### src/rtl/spi_msg_engine.sv
// spi_msg_engine: round-robin port-B consumer that runs pending buffer slots as 16-bit SPI frames.
// Define SPI_LOOPBACK_EN to feed mosi back as the sampled bit instead of the miso pin.
module spi_msg_engine #(
  parameter int ADDR_W  = 8,
  parameter int CLK_DIV = 4,
  parameter int CS_GAP  = 2
)(
  input  logic              clk,
  input  logic              rst_n,
  input  logic              en,
  output logic              enb,
  output logic              web,
  output logic [ADDR_W-1:0] addrb,
  output logic [31:0]       dib,
  input  logic [31:0]       dob,
  input  logic              ackb,
  output logic              sclk,
  output logic              mosi,
  input  logic              miso,
  output logic              cs_n,
  output logic              busy
);
  typedef enum logic [2:0] {IDLE, RD_REQ, RD_WAIT, SHIFT, WB, GAP, NEXT} state_t;
  localparam int CW = $clog2((CLK_DIV > CS_GAP ? CLK_DIV : CS_GAP) + 1);
  state_t            state, state_nx;
  logic [CW-1:0]     cnt;
  logic [5:0]        h;
  logic [29:0]       word;
  logic [15:0]       sh, frame;
  logic [7:0]        rx;
  logic [ADDR_W-1:0] ptr;
  logic              tick, pending, samp;
  assign tick    = cnt == CW'(CLK_DIV - 1);
  assign pending = dob[30] & ~dob[31];
  assign frame   = {dob[29], dob[14:8], dob[29] ? 8'h00 : dob[7:0]};
`ifdef SPI_LOOPBACK_EN
  logic unused_miso;
  assign unused_miso = miso;
  assign samp = mosi;
`else
  assign samp = miso;
`endif
  assign enb   = state == RD_REQ || state == WB;
  assign web   = state == WB;
  assign addrb = ptr;
  assign dib   = web ? {2'b11, word[29:8], word[29] ? rx : word[7:0]} : 32'h0;
  assign busy  = state == RD_WAIT || state == SHIFT || state == WB;
  always_ff @(posedge clk)
    if (!rst_n) state <= IDLE;
    else state <= state_nx;
  always_comb begin
    state_nx = state;
    case (state)
      IDLE:    state_nx = en ? RD_REQ : IDLE;
      RD_REQ:  state_nx = RD_WAIT;
      RD_WAIT: state_nx = ackb ? (pending ? SHIFT : NEXT) : RD_WAIT;
      SHIFT:   state_nx = (tick && h == 6'd32) ? WB : SHIFT;
      WB:      state_nx = GAP;
      GAP:     state_nx = cnt == CW'(CS_GAP - 1) ? NEXT : GAP;
      NEXT:    state_nx = IDLE;
      default: state_nx = IDLE;
    endcase
  end
  // h counts sclk half-periods; the 33rd tick holds cs_n low one extra half-period after the last fall
  always_ff @(posedge clk) begin
    if (!rst_n) begin
      cnt  <= '0;
      h    <= '0;
      sclk <= 1'b0;
      mosi <= 1'b0;
      cs_n <= 1'b1;
      ptr  <= '0;
      word <= '0;
      sh   <= '0;
      rx   <= '0;
    end else begin
      cnt <= ((state == SHIFT && !tick) || state == GAP) ? cnt + 1'b1 : '0;
      if (state == NEXT) ptr <= ptr + 1'b1;
      if (state == RD_WAIT && ackb) begin
        word <= dob[29:0];
        if (pending) begin
          cs_n <= 1'b0;
          mosi <= frame[15];
          sh   <= {frame[14:0], 1'b0};
          h    <= '0;
        end
      end
      if (state == SHIFT && tick) begin
        h <= h + 1'b1;
        if (h == 6'd32) cs_n <= 1'b1;
        else if (!h[0]) begin
          sclk <= 1'b1;
          rx   <= {rx[6:0], samp};
        end else begin
          sclk <= 1'b0;
          mosi <= sh[15];
          sh   <= {sh[14:0], 1'b0};
        end
      end
    end
  end
endmodule
### config.mk
export PLATFORM = sky130hd
export DESIGN_NAME = spi_msg_engine
export DESIGN_NICKNAME = d
export VERILOG_FILES = /design/src/rtl/spi_msg_engine.sv
export SDC_FILE = /design/constraint.sdc
export NUM_CORES = 1
export LEC_CHECK = 0
export CAP_MARGIN = 20
export CORE_MARGIN = 1.5
export CORE_UTILIZATION = 45
export DETAILED_ROUTE_END_ITERATION = 7
export PLACE_DENSITY = 0.76
export REMOVE_ABC_BUFFERS = 1
export SKIP_CTS_REPAIR_TIMING = 1
export SLEW_MARGIN = 20
export SYNTH_ARGS = -nofsm -noshare
export SYNTH_HDL_FRONTEND = slang
export SYNTH_SLANG_ARGS = --single-unit
### constraint.sdc
create_clock -name clk -period 1.7 [get_ports clk]
set_input_delay 0.34 -clock clk [delete_from_list [all_inputs] [get_ports clk]]
set_output_delay 0.34 -clock clk [all_outputs]
set_load 0.01 [all_outputs]
==> impl_metrics.tcl <==
set metrics [dict create \
    outcome "finished, violations left" \
    violations "negative setup slack" \
    hp-start "rst_n" \
    fin_area_mm2 0.00500 \
    netlist.top_cell.by_area "dfxtp_1" \
    viasPerCell 5.20 \
    hp-class "input port to flip-flop" \
    crit_path_start_kind "flip-flop" \
    r2r-start "cnt[0]" \
    crit_arrival_ns 1.55 \
    min_period_ns 1.89 \
    dp.cells 601 \
    cp_cell_sequence "nor2_4 -> buf_6 -> clkbuf_16 -> buf_6 -> buf_6 -> and3_4 -> buf_6" \
    ant_nets 0 \
    period_share 1.11 \
    crit_family "buffers and inverters" \
    drt-wirelength-per-cell_um 14.4 \
    yosysSeqAreaShare 0.433 \
    synth_area_mm2 0.00356 \
    cts_buffers 9 \
    p_per_area_mw_per_mm2 778 \
    dpl.hpwl_um 5550 \
    cp_common_cell "buf_6" \
    yosysWarnings 0 \
    nets 567 \
    slowest_delay_ns 0.34 \
    relSlewSlack 0.753 \
    synth_common_cells "nand2_1, dfxtp_1, a21boi_0, and3_1, o21ai_0" \
    final.setup.worst_slack_ns -0.193 \
    vias 3279 \
    synth_seq_cells 77 \
    drc 0 \
    crit_required_ns 1.36 \
    io_buffers 82 \
    critPathMaxFanout 4 \
    timing_hold_violations_final 0 \
    skew_ns 0.0121 \
    area.growth.synth_to_final_pct 40.5 \
    die_h_um 91.9 \
    fmax_mhz 528 \
    fin_cells 631 \
    htreeDepth 3 \
    grt_use_total 0.203 \
    rows 32 \
    grt_pass1_wl_um 13800 \
    cts_tree "done" \
    rsz0062_at_grt "true" \
    crit_path_end_kind "output pin" \
    avgSynthCellArea_um2 8.42 \
    synth_top_area_share 0.433 \
    synth_most_common_cell "nand2_1" \
    slew_viol_final 0 \
    setup_viol_count_final 24 \
    synthCells 423 \
    grt-ovfl-total 0 \
    core-area_mm2 0.00769 \
    first_pass_iters 4 \
    wl_um 9110 \
    grt_pass1_vias 3087 \
    gp_congestion 0.781 \
    clock_latency_ns 0.35 \
    cts_root_buf "clkbuf_8" \
    cp_slowest_cell "dfxtp_2" \
    synth_edf_count 0 \
    grt_max_degree 78 \
    ys_async_sr_fraction 0 \
    worstSetupPathType "flip-flop to output pin" \
    dieArea_mm2 0.00845 \
    synth.distinct_cells 49 \
    cap_violations 0 \
    first_iter_violations 163 \
    synth_top_flop_cell "dfxtp_1" \
    diodes 0 \
    grt_antenna_before_repair 0 \
    clock_path_buffers 2 \
    dp_slack_ns -0.0540 \
    placed_area_mm2 0.00463 \
    ys_top_cells_by_area "dfxtp_1, nand2_1, a21boi_0" \
    power_mw 3.89 \
    p_leak_nw 1.97 \
    die_x_um 91.9 \
    critical_path.startpoint "state[0]" \
    crit_buf_inv 5 \
    ios 83 \
    drive_gt1_frac 0.236 \
    clkTransAtPathRegs_ns 0.08 \
    peakVddDrop_v 0.000633 \
    worst_pin_slew_ns 0.368 \
    start_util 0.463 \
    clock_sinks 77 \
]
-- flip-flops by register name (all words and copies together) (netlist names) --
name / flops
cs_n: 1
state: 3
cnt: 3
word: 30
addrb: 8
rx: 8
sh: 16
h: 6
sclk: 1
mosi: 1
-- cell usage in the layout (no fill, tap or decap), types with 3 or more instances in the layout --
master / instances
a21boi_0: 33
a21oi_1: 3
a31oi_1: 17
and2_1: 5
and3_1: 18
and3_4: 5
buf_12: 6
buf_2: 11
buf_4: 24
buf_6: 11
clkbuf_16: 4
clkbuf_2: 19
clkbuf_8: 10
clkdlybuf4s50_1: 46
dfxtp_1: 68
dfxtp_2: 9
ha_1: 4
inv_1: 4
mux2i_1: 16
nand2_1: 106
nand2b_1: 5
nand3_1: 3
nand3b_1: 9
nand4_1: 5
nor2_1: 10
nor2_2: 7
o21ai_0: 20
o21ai_1: 3
or3_1: 3
xnor2_1: 5
-- through the flow --
stage                     setup TNS (ns)   util  hold WS [ns]
after global routing               -3.91  0.651         0.452
after floorplan                   -10.46      -         0.402
after detailed placement           -1.22  0.603         0.454
after CTS                         -13.92  0.629         0.413
after global placement           -0.0841  0.603         0.433
final                              -1.59  0.651         0.440
-- layer usage --
layer	routed length, um	track usage
met2	4360	0.338
met5	0	0
met4	78	0.0487
met1	4190	0.252
met3	479	0.0672
-- report_power, final --
group	leakage (nW)	internal (mW)	total [mW]	switching, mW
Clock	0.0959	0.722	1.41	0.686
Combinational	1.25	0.328	0.605	0.277
Sequential	0.626	1.85	1.88	0.0287
Total	1.97	2.90	3.89	0.992
-- kinds of logic (layout without fill, tap and decap cells) --
kind of cell | after synthesis | after routing | synth area share
compound gates | 87 | 87 | 0.163
fa+ha+maj | 6 | 6 | 0.0211
buf+inv | 38 | 144 | 0.0471
xor+xnor | 7 | 7 | 0.0172
flops | 77 | 77 | 0.433
simple gates | 191 | 191 | 0.271
mux | 17 | 17 | 0.0478
-- worst paths after layout --
path | end | slack (ns) | cells past startpoint
max reg2reg | sh[7] | -0.08 | 7
min reg2reg | word[20] | 0.46 | 2
max | dib[13] | -0.19 | 7
min | cs_n | 0.44 | 3
-- cell type report --
cell class / instances / area, um^2
repair buffers: 123 / 1160
clock buffers: 11 / 141
clock inverters: 5 / 58.8
fillers: 671 / 2690
flip-flops and latches: 77 / 1550
multi-input cells: 308 / 1940
well taps: 102 / 128
inverters: 5 / 18.8
-- worst register-to-register path: stages (launching register included) --
cell       delay [ns]
dfxtp_2          0.35
ha_4             0.17
ha_4             0.17
and4b_2          0.27
o211ai_4         0.18
clkbuf_16        0.22
o21ai_0          0.08
a31oi_1          0.25
Note: power is estimated with default switching activity, not from simulation.
